File: src/rtl/ahf_slave_link.sv
// ---------------------------------------------------------------------------
// ahf_slave_link
//
// Master-side link controller sitting directly upstream of the RISC521 slave
// core. Master-to-slave words are buffered in a TX FIFO and slave-to-master
// words in an RX FIFO. A three-state FSM (IDLE -> STROBE -> WAIT_DROP) issues
// the one-cycle Write/Read strobes that release the slave's I/O stall. It
// raises a sticky error if the slave does not drop Done within TIMEOUT cycles.
//
// Handshake semantics (master side): a TX push is accepted on a rising edge
// where Tx_push=1 and the TX FIFO is not full. An RX pop is accepted on a
// rising edge where Rx_pop=1 and the RX FIFO is not empty. Any other push or
// pop is silently ignored. Rx_data is first-word-fall-through and reads 0
// while the RX FIFO is empty.
//
// Ports:
//   Clk_pin, Reset_pin       clock, synchronous active-high reset
//   Tx_push, Tx_data         master write into TX FIFO
//   Tx_full, Tx_count        TX FIFO status
//   Rx_pop, Rx_data          master read from RX FIFO (FWFT head)
//   Rx_empty, Rx_count       RX FIFO status
//   Slv_done, Slv_dir        slave Done_out and request type (0=LD, 1=ST)
//   Slv_data                 slave Data_out
//   Slv_wdata                slave Data_in (held until next TX pop)
//   Slv_write, Slv_read      one-cycle strobes to the slave
//   Busy                     FSM not in IDLE
//   Err, Err_clr             sticky timeout flag and its clear
//   Dbg_state                current FSM state encoding
// ---------------------------------------------------------------------------
module ahf_slave_link #(
    parameter int DEPTH   = 8,
    parameter int AW      = 3,
    parameter int TIMEOUT = 15
) (
    input  logic          Clk_pin,
    input  logic          Reset_pin,
    input  logic          Tx_push,
    input  logic [13:0]   Tx_data,
    output logic          Tx_full,
    output logic [AW:0]   Tx_count,
    input  logic          Rx_pop,
    output logic [13:0]   Rx_data,
    output logic          Rx_empty,
    output logic [AW:0]   Rx_count,
    input  logic          Slv_done,
    input  logic          Slv_dir,
    input  logic [13:0]   Slv_data,
    output logic [13:0]   Slv_wdata,
    output logic          Slv_write,
    output logic          Slv_read,
    output logic          Busy,
    output logic          Err,
    input  logic          Err_clr,
    output logic [1:0]    Dbg_state
);

    localparam logic [1:0] S_IDLE   = 2'd0;
    localparam logic [1:0] S_STROBE = 2'd1;
    localparam logic [1:0] S_WAIT   = 2'd2;

    localparam int TW = $clog2(TIMEOUT + 1);

    localparam logic [AW:0] FULL_CNT = (AW + 1)'(DEPTH);

    // FIFO storage and pointers
    logic [13:0]   tx_mem_q [DEPTH];
    logic [13:0]   rx_mem_q [DEPTH];
    logic [AW-1:0] tx_wr_q, tx_rd_q, rx_wr_q, rx_rd_q;
    logic [AW:0]   tx_cnt_q, rx_cnt_q;

    // FSM and output registers
    logic [1:0]    state_q, state_d;
    logic [13:0]   wdata_q, wdata_d;
    logic          write_q, write_d;
    logic          read_q, read_d;
    logic [TW-1:0] timer_q, timer_d;
    logic          err_q, err_d;

    logic          tx_empty, tx_full, rx_empty, rx_full;
    logic          tx_push_eff, tx_pop_fsm, rx_push_fsm, rx_pop_eff;
    logic [TW-1:0] timer_inc;

    assign tx_empty = (tx_cnt_q == '0);
    assign tx_full  = (tx_cnt_q == FULL_CNT);
    assign rx_empty = (rx_cnt_q == '0);
    assign rx_full  = (rx_cnt_q == FULL_CNT);

    // A push is dropped when full and a pop when empty; with these two gates
    // the simultaneous push/pop corner cases resolve as required.
    assign tx_push_eff = Tx_push && !tx_full;
    assign rx_pop_eff  = Rx_pop && !rx_empty;

    assign timer_inc = timer_q + TW'(1);

    // ------------------------------------------------------------------
    // FSM next-state logic. The FSM pops TX / pushes RX only when the
    // corresponding FIFO can accept it, so both strobes are effective.
    // ------------------------------------------------------------------
    always_comb begin
        state_d     = state_q;
        wdata_d     = wdata_q;
        write_d     = 1'b0;
        read_d      = 1'b0;
        timer_d     = timer_q;
        err_d       = err_q;
        tx_pop_fsm  = 1'b0;
        rx_push_fsm = 1'b0;

        if (Err_clr) begin
            err_d = 1'b0;
        end

        case (state_q)
            S_IDLE: begin
                if (Slv_done) begin
                    if (!Slv_dir && !tx_empty) begin
                        tx_pop_fsm = 1'b1;
                        wdata_d    = tx_mem_q[tx_rd_q];
                        write_d    = 1'b1;
                        state_d    = S_STROBE;
                    end else if (Slv_dir && !rx_full) begin
                        rx_push_fsm = 1'b1;
                        read_d      = 1'b1;
                        state_d     = S_STROBE;
                    end
                end
            end
            S_STROBE: begin
                timer_d = '0;
                state_d = S_WAIT;
            end
            S_WAIT: begin
                if (!Slv_done) begin
                    state_d = S_IDLE;
                end else begin
                    timer_d = timer_inc;
                    // A timeout on the same edge as Err_clr must win.
                    if (timer_inc == TW'(TIMEOUT)) begin
                        err_d   = 1'b1;
                        state_d = S_IDLE;
                    end
                end
            end
            default: begin
                state_d = S_IDLE;
            end
        endcase
    end

    // ------------------------------------------------------------------
    // Registers
    // ------------------------------------------------------------------
    always_ff @(posedge Clk_pin) begin
        if (Reset_pin) begin
            state_q  <= S_IDLE;
            wdata_q  <= '0;
            write_q  <= 1'b0;
            read_q   <= 1'b0;
            timer_q  <= '0;
            err_q    <= 1'b0;
            tx_wr_q  <= '0;
            tx_rd_q  <= '0;
            tx_cnt_q <= '0;
            rx_wr_q  <= '0;
            rx_rd_q  <= '0;
            rx_cnt_q <= '0;
        end else begin
            state_q <= state_d;
            wdata_q <= wdata_d;
            write_q <= write_d;
            read_q  <= read_d;
            timer_q <= timer_d;
            err_q   <= err_d;

            if (tx_push_eff) begin
                tx_wr_q <= tx_wr_q + AW'(1);
            end
            if (tx_pop_fsm) begin
                tx_rd_q <= tx_rd_q + AW'(1);
            end
            tx_cnt_q <= tx_cnt_q + (AW + 1)'(tx_push_eff) - (AW + 1)'(tx_pop_fsm);

            if (rx_push_fsm) begin
                rx_wr_q <= rx_wr_q + AW'(1);
            end
            if (rx_pop_eff) begin
                rx_rd_q <= rx_rd_q + AW'(1);
            end
            rx_cnt_q <= rx_cnt_q + (AW + 1)'(rx_push_fsm) - (AW + 1)'(rx_pop_eff);
        end
    end

    // Storage needs no reset; the read side is gated by the counts.
    always_ff @(posedge Clk_pin) begin
        if (!Reset_pin && tx_push_eff) begin
            tx_mem_q[tx_wr_q] <= Tx_data;
        end
        if (!Reset_pin && rx_push_fsm) begin
            rx_mem_q[rx_wr_q] <= Slv_data;
        end
    end

    // ------------------------------------------------------------------
    // Outputs
    // ------------------------------------------------------------------
    assign Tx_full   = tx_full;
    assign Tx_count  = tx_cnt_q;
    assign Rx_empty  = rx_empty;
    assign Rx_count  = rx_cnt_q;
    assign Rx_data   = rx_empty ? 14'd0 : rx_mem_q[rx_rd_q];
    assign Slv_wdata = wdata_q;
    assign Slv_write = write_q;
    assign Slv_read  = read_q;
    assign Busy      = (state_q != S_IDLE);
    assign Err       = err_q;
    assign Dbg_state = state_q;

endmodule

File: config.mk
export PLATFORM = sky130hd
export DESIGN_NAME = ahf_slave_link
export DESIGN_NICKNAME = d
export VERILOG_FILES = /design/src/rtl/ahf_slave_link.sv
export SDC_FILE = /design/constraint.sdc
export NUM_CORES = 1
export LEC_CHECK = 0
export BUFFER_PORTS_ARGS = -buffer_cell sky130_fd_sc_hd__buf_2
export CAP_MARGIN = 10
export CORE_UTILIZATION = 50
export DETAILED_ROUTE_END_ITERATION = 16
export PLACE_DENSITY = 0.68
export SETUP_SLACK_MARGIN = 0.3
export SLEW_MARGIN = 15
export SYNTH_ARGS = -nofsm -noshare
export SYNTH_HDL_FRONTEND = slang
export SYNTH_SLANG_ARGS = --single-unit
File: constraint.sdc
create_clock -name Clk_pin -period 4.3 [get_ports Clk_pin]
set_clock_uncertainty 0.2 [all_clocks]
set_input_delay 0 -clock Clk_pin [delete_from_list [all_inputs] [get_ports Clk_pin]]
set_output_delay 0 -clock Clk_pin [all_outputs]
set_load 0.1 [all_outputs]
# --- Word-level counts from Yosys, hierarchy flattened ---
# Memories as Yosys holds them, arrays and structs flattened. A register that Yosys moved wholly into a read port is not among the register bits.
# Index checks and enable logic that the tools add are counted.
classes:
  reduce_logical: 20
  addsub: 9
  mux: 26
  n_eq_ne: 9
op_table:
  columns: ["operator", "count"]
  rows:
  - ["$mux W1", 15]
  - ["$mux W14", 1]
  - ["$add A3 B1 Y3 const B", 4]
  - ["$eq A4 B4 Y1 const B", 3]
  - ["$mux W2", 5]
  - ["$add A4 B1 Y4", 2]
  - ["$logic_not A4 Y1", 2]
  - ["$pmux W4 S2", 1]
  - ["$sub A4 B1 Y4", 2]
  - ["$logic_and A1 B1 Y1", 6]
  - ["$logic_not A1 Y1", 6]
  - ["$mux W3", 2]
  - ["$ne A3 B3 Y1 const B", 2]
  - ["$pmux W2 S3", 1]
  - ["$reduce_and A3 Y1", 2]
  - ["$add A4 B1 Y4 const B", 1]
  - ["$mux W4", 1]
  - ["$ne A2 B2 Y1 const B", 2]
  - ["$reduce_bool A2 Y1", 2]
  - ["$eq A2 B1 Y1 const B", 1]
  - ["$eq A2 B2 Y1 const B", 1]
  - ["$logic_not A2 Y1", 1]
  - ["$reduce_and A2 Y1", 1]
totals:
  regBits: 29
  mem_count: 2
  output_inout_bits: 44
  wordCells: 77
  ram_bits: 224
memory_table:
  columns: ["name", "words", "word_bits", "rd", "rd_ports_with_merged_regs", "write_ports", "line", "text"]
  rows:
  - ["rx_mem_q", 8, 14, 1, 1, 1, "67", "logic [13:0] rx_mem_q [DEPTH];"]
  - ["tx_mem_q", 8, 14, 1, 1, 1, "66", "logic [13:0] tx_mem_q [DEPTH];"]

# --- Logic depth before layout (Yosys ltp) ---
# Gate-level depths: netlist of run 1.
logic_depth:
  word_depth: 10
  depth_mapped: 13
  mapped_depth_nobuf: 12

# --- Least setup slack after synthesis of run 1 ---
# OpenSTA, ideal clock, no wires.
synth_timing:
  path_type: "register -> register"
  start: "reg rx_cnt_q[2] (netlist: Rx_count[2])"
  end: "mem rx_mem_q[0][0], enable pin"
  stages_incl_launch_ff: 7
  t_arrival_ns: 3.365
  setup_slack_ns: 0.314
  path_cell_list: "dfxtp_1 -> inv_1 -> ha_1 -> or3b_2 -> nand3_2 -> or2_4 -> nor4_1"
synth_between:
  elab_chain_cells: 10
synth_lines:
  columns: ["element", "line", "text"]
  rows:
  - ["start, declared", "69", "logic [AW:0] tx_cnt_q, rx_cnt_q;"]
  - ["start signal, assigned", "189", "rx_cnt_q <= rx_cnt_q + (AW + 1)'(rx_push_fsm) - (AW + 1)'(rx_pop_eff);"]
  - ["$eq A4 B4 Y1", "86", "assign rx_full = (rx_cnt_q == FULL_CNT);"]
  - ["$logic_not A1 Y1", "121", "end else if (Slv_dir && !rx_full) begin"]
  - ["$logic_and A1 B1 Y1", "121", null]
  - ["$mux W1", "121", null]
  - ["$mux W1", "116", "if (!Slv_dir && !tx_empty) begin"]
  - ["$mux W1", "115", "if (Slv_done) begin"]
  - ["$mux W1", null, null]
  - ["$logic_and A1 B1 Y1", "198", "if (!Reset_pin && rx_push_fsm) begin"]
  - ["$mux W1", "198", null]
  - ["$mux W1 (implied by the code)", "199", "rx_mem_q[rx_wr_q] <= Slv_data;"]
  - ["end, declared", "67", null]
# Every way passes these cells.

# --- Final worst setup path of run 1 ---
layout_timing:
  start: "reg tx_cnt_q[2] (netlist: Tx_count[2])"
  end: "reg tx_cnt_q[2] (netlist: Tx_count[2])"
layout_between:
  elab_chain_cells: 7
  word_cells_on_any_way: 11
  cone_classes: "add/sub (2); eq/ne (1); mux (3); reduce/logical (5)"
layout_lines:
  columns: ["element", "line", "text"]
  rows:
  - ["start, declared", "69", null]
  - ["start signal, assigned", "181", "tx_cnt_q <= tx_cnt_q + (AW + 1)'(tx_push_eff) - (AW + 1)'(tx_pop_fsm);"]
  - ["branches (longest 6 deep; another with $add A4 B1 Y4)", null, null]
  - ["$sub A4 B1 Y4 *", "181", null]
# Mark *: on every way between the ends.
# A chain may end at the register's enable or synchronous reset.

==> results of run 1 <==
[state kept, by name (all words and copies together), names as in the netlist, named ones only]
signal	flops
tx_rd_q	3
rx_rd_q	3
tx_wr_q	3
Tx_count	4
Dbg_state	2
Slv_wdata	14
Err	1
Slv_write	1
Rx_count	4
tx_mem_q	112
Slv_read	1
rx_wr_q	3
rx_mem_q	112
timer_q	4
[cell type report]
type / instances / area share [%]
sequential: 270 / 60.44
multi-input combinational: 267 / 22.33
timing repair buffer: 130 / 6.918
clock buffer: 43 / 6.542
tap: 270 / 2.668
inverter: 19 / 0.5732
clock inverter: 8 / 0.5238
[final timing paths]
kind,end,slack (ps),cells after the start
worst min register to register,rx_wr_q[0]$_SDFFE_PP0P_,300,2
worst min-delay path,tx_mem_q[6][10]$_DFFE_PP_,80,2
worst max-delay path,Tx_count[2]$_SDFF_PP0_,1280,11
worst max register to register,Tx_count[2]$_SDFF_PP0_,1280,11
[power groups by stage]
stage	clock (mW)	combinational [mW]	sequential, mW
after detailed placement	0	2.24	3.23
after global placement	0	2.20	3.22
final	2.29	2.26	3.16
after global routing	2.43	2.38	3.20
after CTS	2.33	2.28	3.18
after floorplan	0	1.56	3.51
[cells by family (layout without fill, tap and decap cells)]
logic type	count (synthesis)	after routing	share of synthesized area [%]
compound gates	33	33	2.319
xor+xnor	13	13	1.071
fa+ha+maj	20	20	2.496
buf+inv	47	200	2.142
flops	270	270	71.95
mux	72	72	13.37
simple gates	129	129	6.651
[cell usage in the layout, fill, tap and decap left out, drive strengths merged, types with 6 or more instances in the layout]
cell	count
mux4	56
a21oi	7
mux2i	16
dfxtp	46
nor3	19
o22ai	14
xor2	8
clkinv	7
buf	92
inv	18
edfxtp	224
nand2	13
nor2	61
dlygate4sd3	38
nand3b	6
ha	18
nand3	8
clkbuf	43
[through the flow]
| stage | std cells | total power [mW] | hold slack (ps) |
|---|---|---|---|
| 5_1_grt | 1007 | 8.010 | 83.13 |
| 6_report | 1007 | 7.712 | 82.98 |
| 3_3_place_gp | 918 | 5.424 | -13.35 |
| 3_5_place_dp | 918 | 5.469 | 5.768 |
| 2_1_floorplan | 584 | 5.072 | -103.1 |
| 4_1_cts | 1007 | 7.785 | 65.98 |
[metal layers]
| layer | GRT usage, % | vias up | wire length [um] |
|---|---|---|---|
| li1 | - | 2547 | - |
| met1 | 24.55 | 2836 | 8483 |
| met2 | 34.58 | 146 | 10560 |
| met3 | 3.241 | 31 | 925 |
| met4 | 4.639 | 0 | 373 |
| met5 | 0 | - | 0 |
[worst max-delay path, stage by stage (launching register included)]
cell and delay, ps:
dfxtp_1 310, inv_1 100, ha_1 160, or3b_2 510, nand2_1 410, ha_1 320, inv_1 60, ha_1 150
inv_1 60, fa_1 390, xor2_1 140, nor2_1 60
==> results.md, run 1 <==
* Status: finished clean
* Switching power total at 2.736 mW
* Clock share of power at 29.7%
* Row cnt at 52
* Die area at 21840 um^2
* CTS tree: done
* Area growth syn-to-layout at 19.12%
* Maximum VDD drop at 527.1 uV
* Sum Neg Setup Slack at 0 ps
* Reg area at 7652 um^2
* Via count at 5560
* Initial antenna violation count at 0
* Pin count of the biggest net entering global routing at 51
* Min cycle time layout at 3019 ps
* Data arrival time of the critical path at 3200 ps
* RSZ-0062 raised after global routing: false
* Initial cell density of the core at 51.70%
* GRT Residual Overflow at 0
* Most frequent cell after synthesis: edfxtp_1
* Routed wire length at 20350 um
* Leading area contributor after synthesis: edfxtp_1
* Clk sink count at 270
* Vias per Instance at 5.521
* DP HPWL at 12040 um
* # Post-CTS Setup Buffers at 0
* CP startpoint kind: flop
* Reg-to-Reg Start: Tx_count[2]$_SDFF_PP0_
* Crit. End Element: flop
* Synth cell count leaders: edfxtp_1, nor2_1, mux4_2
* Required @ worst endpoint at 4480 ps
* Yosys top cell area share at 63.28%
* First-pass GRT wire length at 31890 um
* Combinational power share at 29.3%
* Netlist Area Pre-Place at 10630 um^2
* IO Port Bufs at 78
* Hold WC Path Type: input pin to flop
* Syn Area/Cell at 18.20 um^2
* Total core area at 20560 um^2
* Skew-Pair Late Insertion Delay at 520 ps
* DRT iter0 DRCs at 356
* Worst-Margin Slew at 1020 ps
* Ratio of cells with drive above 1 in the final layout at 31.07%
* Slew HR at 31.90%
* PD cells at 609.2 nW/um^2
* Pins Over Slew Limit at 0
* Switching part of the total at 35.47%
* H-tree Lvls at 1
* DR pass1 iterations at 5
* DR DRC count at 0
* Area contributors post-synth: edfxtp_1, mux4_2, dfxtp_1, nor2_1, ha_1
* MaxCap Viol Count at 0
* Number of synthesized flops with an enable pin at 224
* Post-route setup slack at 1281 ps
* Clock transition at path regs at 60 ps
* Sequential Power Share at 41.0%
* Final hold vios at 0
* Final period utilization at 70.20%
* # hold bufs at CTS at 38
* Asr flop ratio synth at 0%
* Register area share after synthesis at 71.95%
* Post-synthesis register bit count at 270
* Die height at 147.8 um
* Post-synthesis instance total at 584
* Post_cts resized at 0
* Gpl congestion at 0.7610
* Post-route cell area at 12660 um^2
* Final setup fails at 0
* Routed WL per cell at 20.21 um
* DP Area at 11380 um^2
* Pre-CTS WS at 1289 ps
* HP Start: Tx_data[10]
* Int Power at 4.977 mW
* Crit path max fanout at 7
* Vias in the first global route at 5902
* I/O pin cnt at 79
* Post-layout util at 61.58%
* Mapped Nets at 639
* Multi-input logic area at 2828 um^2
* Ys Warns at 0
* Synth cell types at 45
* Total CTS buffers at 28
* Critical path origin: Tx_count[2]$_SDFF_PP0_
* Post-route ant nets at 0
* Die width at 147.8 um
* Max Buffers Root-to-Sink at 3
* Worst Path Class, Setup: flop to flop
* Top FF cell, synth: edfxtp_1
* Fin nets at 771
* Achievable Freq at 331.3 MHz
* Inserted Diodes at 0
* Pleak at 4.301 nW
* Total track usage at 19.31%
* Root buf cell: clkbuf_16
* Fillers at 1486
No activity file was read; power rests on OpenSTA's default activity.
==> inputs of run 2 (changes only) <==
- clock period: 4.3 -> 3 ns (I/O delays scaled with it)
==> results.md, run 2 (synthesized netlist as in run 1, its figures left out) <==
* Status: finished clean
* DR pass1 iterations at 4 (-1)
* Clock share of power at 30.6% (+0.9 points)
* Inserted Diodes at 0 (unchanged)
* Hold WC Path Type: input pin to flop
* Switching part of the total at 35.16% (-0.31 points)
* Data arrival time of the critical path at 2740 ps (-460 ps)
* Worst Path Class, Setup: flop to flop
* Worst-Margin Slew at 918.8 ps (-101.7 ps)
* Final hold vios at 0 (unchanged)
* Min cycle time layout at 2560 ps (-458.2 ps)
* Clk sink count at 270 (unchanged)
* Final period utilization at 85.34% (+15 points)
* IO Port Bufs at 78 (unchanged)
* Min Hold Slack at 83.00 ps (+0.01630 ps)
* Area growth syn-to-layout at 22.40%
* Die width at 147.8 um (unchanged)
* Initial cell density of the core at 51.70% (unchanged)
* Tot Pwr at 11.57 mW (+50%)
* First-pass GRT wire length at 32200 um (+0.95%)
* I/O pin cnt at 79 (unchanged)
* CP startpoint kind: flop
* Sum Neg Setup Slack at 0 ps (unchanged)
* Required @ worst endpoint at 3180 ps (-1300 ps)
* Routed WL per cell at 20.07 um (-0.68%)
* Pin count of the biggest net entering global routing at 40 (-22%)
* Int Power at 7.502 mW (+51%)
* Max Buffers Root-to-Sink at 3 (unchanged)
* Achievable Freq at 390.6 MHz (+18%)
* Gpl congestion at 0.7438 (-2.3%)
* Switching power total at 4.069 mW (+49%)
* Crit. End Element: flop
* Fillers at 1466 (-1.3%)
* Die height at 147.8 um (unchanged)
* Pins Over Slew Limit at 0 (unchanged)
* Via count at 5549 (-0.20%)
* Combinational power share at 31.3% (+2.0 points)
* Sequential Power Share at 38.1% (-2.9 points)
* Initial antenna violation count at 0 (unchanged)
* CP top delay family: adder cells
* Row cnt at 52 (unchanged)
* Commonest non-fill, non-tap cells in the layout: edfxtp_1, buf_2, mux4_2
* Slowest-stage cell, CP: or3b_4
* Crit path cell chain: inv_1, ha_1, or3b_4, nand3_4, ha_1, inv_1, ha_1, inv_1, fa_1, xor2_1, nor2_1
* Vias per Instance at 5.451 (-1.3%)
* Fin nets at 781 (+1.3%)
* Total core area at 20560 um^2 (unchanged)
* Skew-Pair Late Insertion Delay at 520 ps (about the same)
* Root buf cell: clkbuf_16
* Max stage delay on crit path at 400 ps (-110 ps)
* Die area at 21840 um^2 (unchanged)
* Ratio of cells with drive above 1 in the final layout at 35.70% (+4.6 points)
* DRT iter0 DRCs at 273 (-23%)
* Slew HR at 38.75% (+6.9 points)
* Vias in the first global route at 6005 (+1.7%)
* Total CTS buffers at 28 (unchanged)
* DR DRC count at 0 (unchanged)
* Worst path bufs/invs at 3 (unchanged)
* Final setup fails at 0 (unchanged)
* PD cells at 889.4 nW/um^2 (+46%)
* H-tree Lvls at 1 (unchanged)
* Routed wire length at 20430 um (+0.41%)
* MaxCap Viol Count at 0 (unchanged)
* Post-route ant nets at 0 (unchanged)
* RSZ-0062 raised after global routing: false
* GRT Residual Overflow at 0 (unchanged)
* Clock transition at path regs at 60 ps (about the same)
* Crit path max fanout at 3 (-4)
* Commonest non-fill, non-tap cell in the layout: edfxtp_1
* DP HPWL at 12120 um (+0.71%)
* CTS tree: done
* Total track usage at 19.43% (+0.12 points)
* Maximum VDD drop at 724.4 uV (+37%)
* Pleak at 4.438 nW (+3.2%)
==> run 2: layout make-up <==
class	count	area, um^2	area share, %
Clock buffer	39	803.3	6.174
Clock inverter	13	162.7	1.250
Timing Repair Buffer	140	978.4	7.521
Tap cell	270	337.8	2.597
Inverter	19	81.33	0.6251
Multi-Input combinational cell	267	2972	22.84
Sequential cell	270	7675	58.99
==> run 2: repair_timing <==
item	CTS	global route
gates resized for setup	2	1
endpoints found under the hold margin	318	0
pin swaps	0	0
buffers inserted	0	0
setup endpoints to repair	2	1
hold buffers	39	0
==> run 2: routing by layer <==
layer  share of wire [%]  GRT usage [%]
met2                  54          35.68
met1                  40          23.86
met3                 4.7          3.117
met4                 1.5          4.897
met5                   0              0
==> run 2: through the flow <==
stage	instance area (um^2)	util [%]	setup slack, ps	cells
final	13010	63.28	439.7	1018
after global routing	13010	63.28	321.1	1018
after CTS	13010	63.27	336.5	1018
after detailed placement	11640	56.62	296.3	927
after global placement	11640	56.62	412.6	927
after floorplan	10870	-	268.4	584
==> run 2: path summary, 6_finish.rpt <==
path / startpoint / end / slack [ps] / cells past startpoint
hold reg to reg: Slv_wdata[11]$_SDFFE_PP0P_ / Slv_wdata[11]$_SDFFE_PP0P_ / 300 / 2
setup reg to reg: Rx_count[2]$_SDFF_PP0_ / Rx_count[2]$_SDFF_PP0_ / 440 / 11
setup / recovery: Rx_count[2]$_SDFF_PP0_ / Rx_count[2]$_SDFF_PP0_ / 440 / 11
hold / removal: Slv_data[7] / rx_mem_q[2][7]$_DFFE_PP_ / 80 / 2
==> run 2: power groups by stage <==
stage               registers (mW)  logic, mW  clock network (mW)
global route                  4.43       3.82                3.73
detailed placement            4.49       3.60                   0
CTS                           4.41       3.66                3.61
floorplan                     5.06       2.42                   0
finish                        4.41       3.62                3.54
global placement              4.47       3.54                   0
==> run 2: worst register-to-register path, cell delays in order (launching register included) <==
cell	delay [ps]
dfxtp_4	340
inv_1	110
ha_1	160
or3b_4	400
nand3_4	100
ha_1	230
inv_1	60
ha_1	160
inv_1	60
fa_1	370
xor2_1	150
nor2_1	60
